$ cat src/rtl/rv32_pkg.sv
// Shared RV32 architectural constants and types, used by the decoder, the hazard unit,
// the forwarding unit and the register file.
package rv32_pkg;
   localparam int XLEN       = 32;
   localparam int REG_ADDR_W = 5;
   localparam int NUM_REGS   = 32;
   localparam logic [REG_ADDR_W-1:0] REG_ZERO = 5'd0;

   typedef logic [REG_ADDR_W-1:0] reg_addr_t;
   typedef logic [XLEN-1:0]       xlen_t;
endpackage

$ cat src/rtl/reg_file_read_port.sv
// One combinational read port of the register file.
// It performs the x0 masking, the same-cycle write bypass and the output mux.
module reg_file_read_port
   import rv32_pkg::*;
#(
   parameter int DATA_W = XLEN,
   parameter int ADDR_W = REG_ADDR_W,
   parameter int BYPASS = 1
) (
   input  logic [ADDR_W-1:0]                 addr,
   input  logic [2**ADDR_W-1:0][DATA_W-1:0]  regs,
   input  logic                              write_valid,
   input  logic [ADDR_W-1:0]                 write_addr,
   input  logic [DATA_W-1:0]                 write_data,
   output logic [DATA_W-1:0]                 data
);
   logic bypass_hit;

   // write_valid is already gated by reset, so a write pending during reset never forwards
   assign bypass_hit = (BYPASS != 0) && write_valid && (write_addr != '0) && (write_addr == addr);

   // NOTE: assign a default first in always_comb so that no path leaves data unassigned, which would infer a latch.
   always_comb begin
      data = regs[addr];
      if (bypass_hit) begin
         data = write_data;
      end
      if (addr == '0) begin
         data = '0;
      end
   end
endmodule

$ cat src/rtl/reg_file_rv32.sv
// 32-entry RV32 register file with two combinational read ports, one synchronous
// write port, and an optional write-before-read bypass. x0 always reads as zero.
module reg_file_rv32
   import rv32_pkg::*;
#(
   parameter int DATA_W = XLEN,
   parameter int ADDR_W = REG_ADDR_W,
   parameter int BYPASS = 1
) (
   input  logic              CLK,
   input  logic              RESET,
   input  logic              WRITE_ENABLE,
   input  logic [ADDR_W-1:0] WRITE_ADDR,
   input  logic [DATA_W-1:0] WRITE_DATA,
   input  logic [ADDR_W-1:0] OUT_ADDR1,
   input  logic [ADDR_W-1:0] OUT_ADDR2,
   output logic [DATA_W-1:0] DATA_OUT1,
   output logic [DATA_W-1:0] DATA_OUT2
);
   localparam int DEPTH = 2**ADDR_W;

   logic [DEPTH-1:0][DATA_W-1:0] regs;
   logic                         write_valid;

   assign write_valid = RESET && WRITE_ENABLE;

   // NOTE: the whole array is cleared on reset so that no entry can ever read back as X.
   // NOTE: sequential state uses non-blocking assignments, so every reader sees the value from before the edge.
   always_ff @(posedge CLK) begin
      if (!RESET) begin
         regs <= '0;
      end else if (WRITE_ENABLE && (WRITE_ADDR != '0)) begin
         regs[WRITE_ADDR] <= WRITE_DATA;
      end
   end

   reg_file_read_port #(.DATA_W(DATA_W), .ADDR_W(ADDR_W), .BYPASS(BYPASS)) u_port1 (
      .addr        (OUT_ADDR1),
      .regs        (regs),
      .write_valid (write_valid),
      .write_addr  (WRITE_ADDR),
      .write_data  (WRITE_DATA),
      .data        (DATA_OUT1)
   );

   reg_file_read_port #(.DATA_W(DATA_W), .ADDR_W(ADDR_W), .BYPASS(BYPASS)) u_port2 (
      .addr        (OUT_ADDR2),
      .regs        (regs),
      .write_valid (write_valid),
      .write_addr  (WRITE_ADDR),
      .write_data  (WRITE_DATA),
      .data        (DATA_OUT2)
   );
endmodule

$ cat config.mk
export PLATFORM = sky130hd
export DESIGN_NAME = reg_file_rv32
export DESIGN_NICKNAME = d
export VERILOG_FILES = /design/src/rtl/rv32_pkg.sv /design/src/rtl/reg_file_read_port.sv /design/src/rtl/reg_file_rv32.sv
export SDC_FILE = /design/constraint.sdc
export NUM_CORES = 2
export LEC_CHECK = 0
export CORE_MARGIN = 5
export CORE_UTILIZATION = 55
export DETAILED_ROUTE_END_ITERATION = 12
export PLACE_DENSITY_LB_ADDON = 0.08
export SKIP_CTS_REPAIR_TIMING = 1
export SKIP_LAST_GASP = 1
export SLEW_MARGIN = 25
export SYNTH_ARGS = -nofsm -noshare
export SYNTH_HDL_FRONTEND = slang
export SYNTH_HIERARCHICAL = 1
export SYNTH_SLANG_ARGS = --single-unit
$ cat constraint.sdc
create_clock -name CLK -period 3.55 [get_ports CLK]
set_clock_uncertainty 0.15 [all_clocks]
set_input_delay 0.71 -clock CLK [delete_from_list [all_inputs] [get_ports CLK]]
set_output_delay 0.71 -clock CLK [all_outputs]
set_load 0.02 [all_outputs]
Yosys cells after proc, flatten, opt, wreduce, memory -nomap -nowiden
Index checks and enable logic that the tools add are counted.
Widths: inputs -> output; s select.
- reductions and logical operators: 9
- div/mod/pow operators: 0
- $lt $le $gt $ge: 4
- equality and inequality tests: 2
- add/subtract/negate cells: 0
- bitwise operators: 0
- multiplexer cells: 11
- multipliers: 0
- shift-type cells: 0
- operators with widths (kind ; count):
    $bwmux 1024 ; 1
    $bmux 32 s5 ; 2
    $mux 32 ; 7
    $demux 32 s5 ; 1
    $lt 5x6->1 const B ; 3
    $eq 5x5->1 ; 2
    $logic_not 5->1 ; 2
    $logic_and 1x1->1 ; 6
    $ge 5x1->1 const B ; 1
    $reduce_bool 5->1 ; 1
- bits in writable memories: 0
- word-level logic and storage cells: 58
- output and inout bits: 64
- ROM bits: 0
- bits of input ports: 50
- latch bits: 0
- bits in registers: 1024
- memories: 0

Longest topological paths before layout
- depth after elaboration: 5
- mapped depth: 9

By module
Netlist, hierarchy kept.
- modules (own cells, without submodules) (module ; sequential area each (µm²) ; times used ; area each (µm²) ; cells an instance):
    reg_file_rv32 ; 20499.7 ; 1 ; 36050.8 ; 3437
    reg_file_read_port ; 0.0 ; 2 ; 8952.3 ; 773

Worst setup path before layout
No wires, ideal clock.
- path type: input to output
- from: input RESET
- to: output DATA_OUT1[28]
- setup slack: 0.200 ns
- data arrival time: 2.490 ns
- stages on the path: 9
- path buffers: 4
- cell sequence: clkbuf_1 clkbuf_1 clkbuf_1 and2_1 nand2_1 nor3_2 clkbuf_1 a221oi_1 a31oi_1
- longest elaborated chain between the ends: 5
- ends and longest elaborated chain (item ; line ; text):
    start, declared ; reg_file_rv32.sv:11 ; input logic RESET,
    $logic_and 1x1->1 ; reg_file_rv32.sv:25 ; assign write_valid = RESET && WRITE_ENABLE;
    via write_valid ; reg_file_rv32.sv:23 ; logic write_valid;
    $logic_and 1x1->1 (2 in a row) ; reg_file_read_port.sv:20 ; assign bypass_hit = (BYPASS != 0) && write_valid && (write_addr != '0) && (write_addr == addr);
    $mux 32 ; reg_file_read_port.sv:25 ; if (bypass_hit) begin
    $mux 32 ; reg_file_read_port.sv:28 ; if (addr == '0) begin
    end, declared ; reg_file_rv32.sv:17 ; output logic [DATA_W-1:0] DATA_OUT1,
The timed path passes the listed nets, and every way through them passes these cells.

Final worst setup path
- from: input WRITE_ADDR[0]
- to: output DATA_OUT1[8]
- longest elaborated chain between the ends: 5
- elaborated cells between the ends (all ways): 6
- ends and longest elaborated chain (item ; line ; text):
    start, declared ; reg_file_rv32.sv:13 ; input logic [ADDR_W-1:0] WRITE_ADDR,
    $reduce_bool 5->1 ; reg_file_read_port.sv:20 ;
    $logic_and 1x1->1 ; reg_file_read_port.sv:20 ;
    $logic_and 1x1->1 (*) ; reg_file_read_port.sv:20 ;
    $mux 32 (*) ; reg_file_read_port.sv:25 ;
    $mux 32 (*) ; reg_file_read_port.sv:28 ;
Mark *: on every way between the ends. The rest lies on a longest branch, timed or not.

==> flow_metrics.env <==
export IMPL_status="finished with violations"
export IMPL_failed_checks="negative setup slack"
export IMPL_pwr_density_cell_nw_per_um2=408.6
export IMPL_finalMaxSlewViolations=0
export IMPL_regToRegEndpoint="regs[294]$_SDFFE_PN0P_"
export IMPL_first_iter_violations=4203
export IMPL_clock_latency_ns=0.71
export IMPL_worst_hold_slack_ns=0.3164
export IMPL_antenna_violating_nets_post_route=0
export IMPL_place_ws_ns=-0.8392
export IMPL_total_power_mw=26.58
export IMPL_leading_post_synthesis_cells_by_instance_count="1276 x sky130_fd_sc_hd__mux2i_1, 1126 x sky130_fd_sc_hd__nand2_1, 1024 x sky130_fd_sc_hd__dfxtp_1"
export IMPL_timing_hold_worst_class="reg2reg"
export IMPL_crit_chain="clkbuf_2 > or4_4 > a21oi_4 > buf_12 > or3_4 > buf_6 > o21ai_1 > a31oi_1 > buf_4"
export IMPL_final_hold_viol_count=0
export IMPL_timing_worst_slew_pin_value_ns=1.177
export IMPL_first_global_vias=42118
export IMPL_top_level_ports=114
export IMPL_crit_path_max_fanout=4
export IMPL_fraction_of_synthesis_flops_using_an_asynchronous_set_or_reset_pin_pct=0
export IMPL_final_min_clock_period_ns=3.600
export IMPL_largest_register_ffs=1024
export IMPL_io_buffer_count=113
export IMPL_gpl_final_weighted_congestion=0.9248
export IMPL_grt_setup_unrepaired="yes"
export IMPL_layout_setup_ws_ns=-0.05005
export IMPL_worstSetupEndpointType="primary output"
export IMPL_grt_max_degree=176
export IMPL_clockBufferDepth=3
export IMPL_cts_sinks=1024
export IMPL_netlist_area_leader_share_pct=37.99
export IMPL_yosysMostFrequentCell="sky130_fd_sc_hd__mux2i_1"
export IMPL_timing_final_setup_violations=7
export IMPL_criticalPathCategory="in2out"
export IMPL_largest_register="regs"
export IMPL_finalCritPeriodShare_pct=101.4
export IMPL_yosysTopAreaCell="sky130_fd_sc_hd__dfxtp_1"
export IMPL_worst_path_dominant_cell_family="simple AND/OR/NAND/NOR gates"
export IMPL_regArea_um2=20500
export IMPL_syn_area_per_cell_um2=10.83
export IMPL_drc=0
export IMPL_critical_path_arrival_ns=2.74
export IMPL_dp_cells=6408
export IMPL_synth_sequential_area_ratio_pct=37.99
export IMPL_core_um2=96990
export IMPL_vdd_ir_drop_max_uv=369.0
export IMPL_post_synth_instance_area_um2=53960
export IMPL_via_count=42721
export IMPL_hold_crit_start="regs[734]$_SDFFE_PN0P_"
export IMPL_total_leakage_power_nw=27.86
export IMPL_ys_top_cells_by_area="sky130_fd_sc_hd__dfxtp_1 38%, sky130_fd_sc_hd__mux2i_1 24%, sky130_fd_sc_hd__mux4_2 16%"
export IMPL_relSlewSlack_pct=21.57
export IMPL_worst_ep_required_time_ns=2.69
export IMPL_die_width_um=323.2
export IMPL_syn_nets=5033
export IMPL_firstDrtPassIters=6
export IMPL_worst_r2r_cell_count=2
export IMPL_detail_route_wirelength_um=189200
export IMPL_fmax_mhz=277.8
export IMPL_fillers=7528
export IMPL_cts_tree="yes"
export IMPL_number_of_placement_rows=114
export IMPL_critPathLaunchType="input port"
export IMPL_timing_reg2reg_setup_slack_ns=2.69
export IMPL_die_h_um=323.2
export IMPL_detail_route_vias_per_cell=6.392
export IMPL_yosysWarningCount=6
export IMPL_first_pass_grt_wire_length_um=273400
export IMPL_distinct_cell_type_count_of_the_synthesized_netlist=57
export IMPL_syn_instance_count=4983
export IMPL_cap_viol_max_count=0
export IMPL_drt_wirelength_per_cell_um=28.31
export IMPL_nets=5366
export IMPL_grt_overflow_total=0
export IMPL_die_area_um2=104500
export IMPL_synth_edff_count=0
export IMPL_dpl_hpwl_um=121700
export IMPL_global_route_usage_total_pct=34.55
export IMPL_drive_above_1_share_pct=27.49
export IMPL_stdcell_area_um2=65050
export IMPL_crit_path_max_delay_cell_type="sky130_fd_sc_hd__or4_4"
export IMPL_area_after_detailed_placement_um2=59700
export IMPL_final_instance_count_excl_fillers=6683
export IMPL_path_buf_inv=4
export IMPL_clock_slew_seen_by_the_registers_of_the_worst_setup_and_hold_paths_ns=0.06
export IMPL_floorplan_initialDensity_pct=55.63
export IMPL_area_delta_synth_final_pct=20.57
export IMPL_min_delay_path_depth=2
export IMPL_clock_root_buffer="sky130_fd_sc_hd__clkbuf_16"
export IMPL_synth_seq_cells=1024
export IMPL_worst_r2r_startpoint="regs[294]$_SDFFE_PN0P_"
export IMPL_reg_top3="regs (1024)"
export IMPL_antenna_violations_before_repair=2
export IMPL_multi_input_area_um2=31460
export IMPL_final_core_util_pct=67.07
export IMPL_setup_tns_ns=-0.1411
export IMPL_cp_slowest_stage_delay_ns=0.55
export IMPL_tritoncts_num_buffers=111
export IMPL_min_delay_endpoint="regs[734]$_SDFFE_PN0P_"
export IMPL_synth_main_ff_cell="sky130_fd_sc_hd__dfxtp_1"
export IMPL_htree_levels=3
metal layers:
metal	vias to the layer above	wire [µm]	track usage [%]	share of wire, %
met1	21540	74520	44.41	39
met3	565	14480	6.720	7.7
met4	0	11610	16.75	6.1
li1	18829	-	-	-
met2	1787	88600	56.39	47
met5	-	0	0	0
cell type report:
class | instances | share of cell area (%)
Multi-Input combinational cell | 3430 | 48.36
Sequential cell | 1024 | 31.51
Timing Repair Buffer | 745 | 11.87
Clock buffer | 162 | 5.135
Tap cell | 1276 | 2.454
Clock inverter | 41 | 0.6366
Inverter | 4 | 0.02885
Antenna cell | 1 | 0.003847
logic make-up (layout without fill, tap and decap cells):
group / Yosys count / after routing / synth area share (%)
mux: 1704 / 1704 / 40.45
simple gates: 1298 / 1300 / 9.677
flops: 1024 / 1024 / 37.99
buf+inv: 531 / 952 / 5.422
compound gates: 418 / 418 / 6.326
xor+xnor: 8 / 8 / 0.1299
other cells: 0 / 1 / 0
worst max-delay path by stage:
stage | cells after the start | startpoint | end
global route | 10 | OUT_ADDR2[4] | DATA_OUT2[29]
detailed placement | 8 | WRITE_ADDR[2] | DATA_OUT1[10]
finish | 9 | WRITE_ADDR[0] | DATA_OUT1[8]
floorplan | 9 | RESET | DATA_OUT1[28]
global placement | 8 | WRITE_ADDR[2] | DATA_OUT1[10]
CTS | 8 | WRITE_ADDR[2] | DATA_OUT1[10]
power by group:
| group | leakage [nW] | switching [mW] | internal [mW] |
|---|---|---|---|
| clock | 1.88 | 4.97 | 6.94 |
| combinational | 17.7 | 1.78 | 1.26 |
| sequential | 8.25 | 0.0591 | 11.6 |
| total | 27.9 | 6.81 | 19.8 |
worst reg2reg max path: cells and delay by family (launching register included):
kind | cells | cell delay [ns]
flops | 1 | 0.37
mux | 1 | 0.19
simple gates | 1 | 0.07
cell usage in the layout, fill, tap and decap left out, types with 38 or more instances in the layout:
master,instances
sky130_fd_sc_hd__mux2i_1,1258
sky130_fd_sc_hd__nand2_1,1112
sky130_fd_sc_hd__dfxtp_1,1024
sky130_fd_sc_hd__buf_4,481
sky130_fd_sc_hd__mux4_2,376
sky130_fd_sc_hd__a22oi_1,129
sky130_fd_sc_hd__clkbuf_16,123
sky130_fd_sc_hd__buf_12,113
sky130_fd_sc_hd__mux2_2,52
sky130_fd_sc_hd__and2_1,38
sky130_fd_sc_hd__nor2_1,38
No activity file was read; power rests on OpenSTA's default activity.
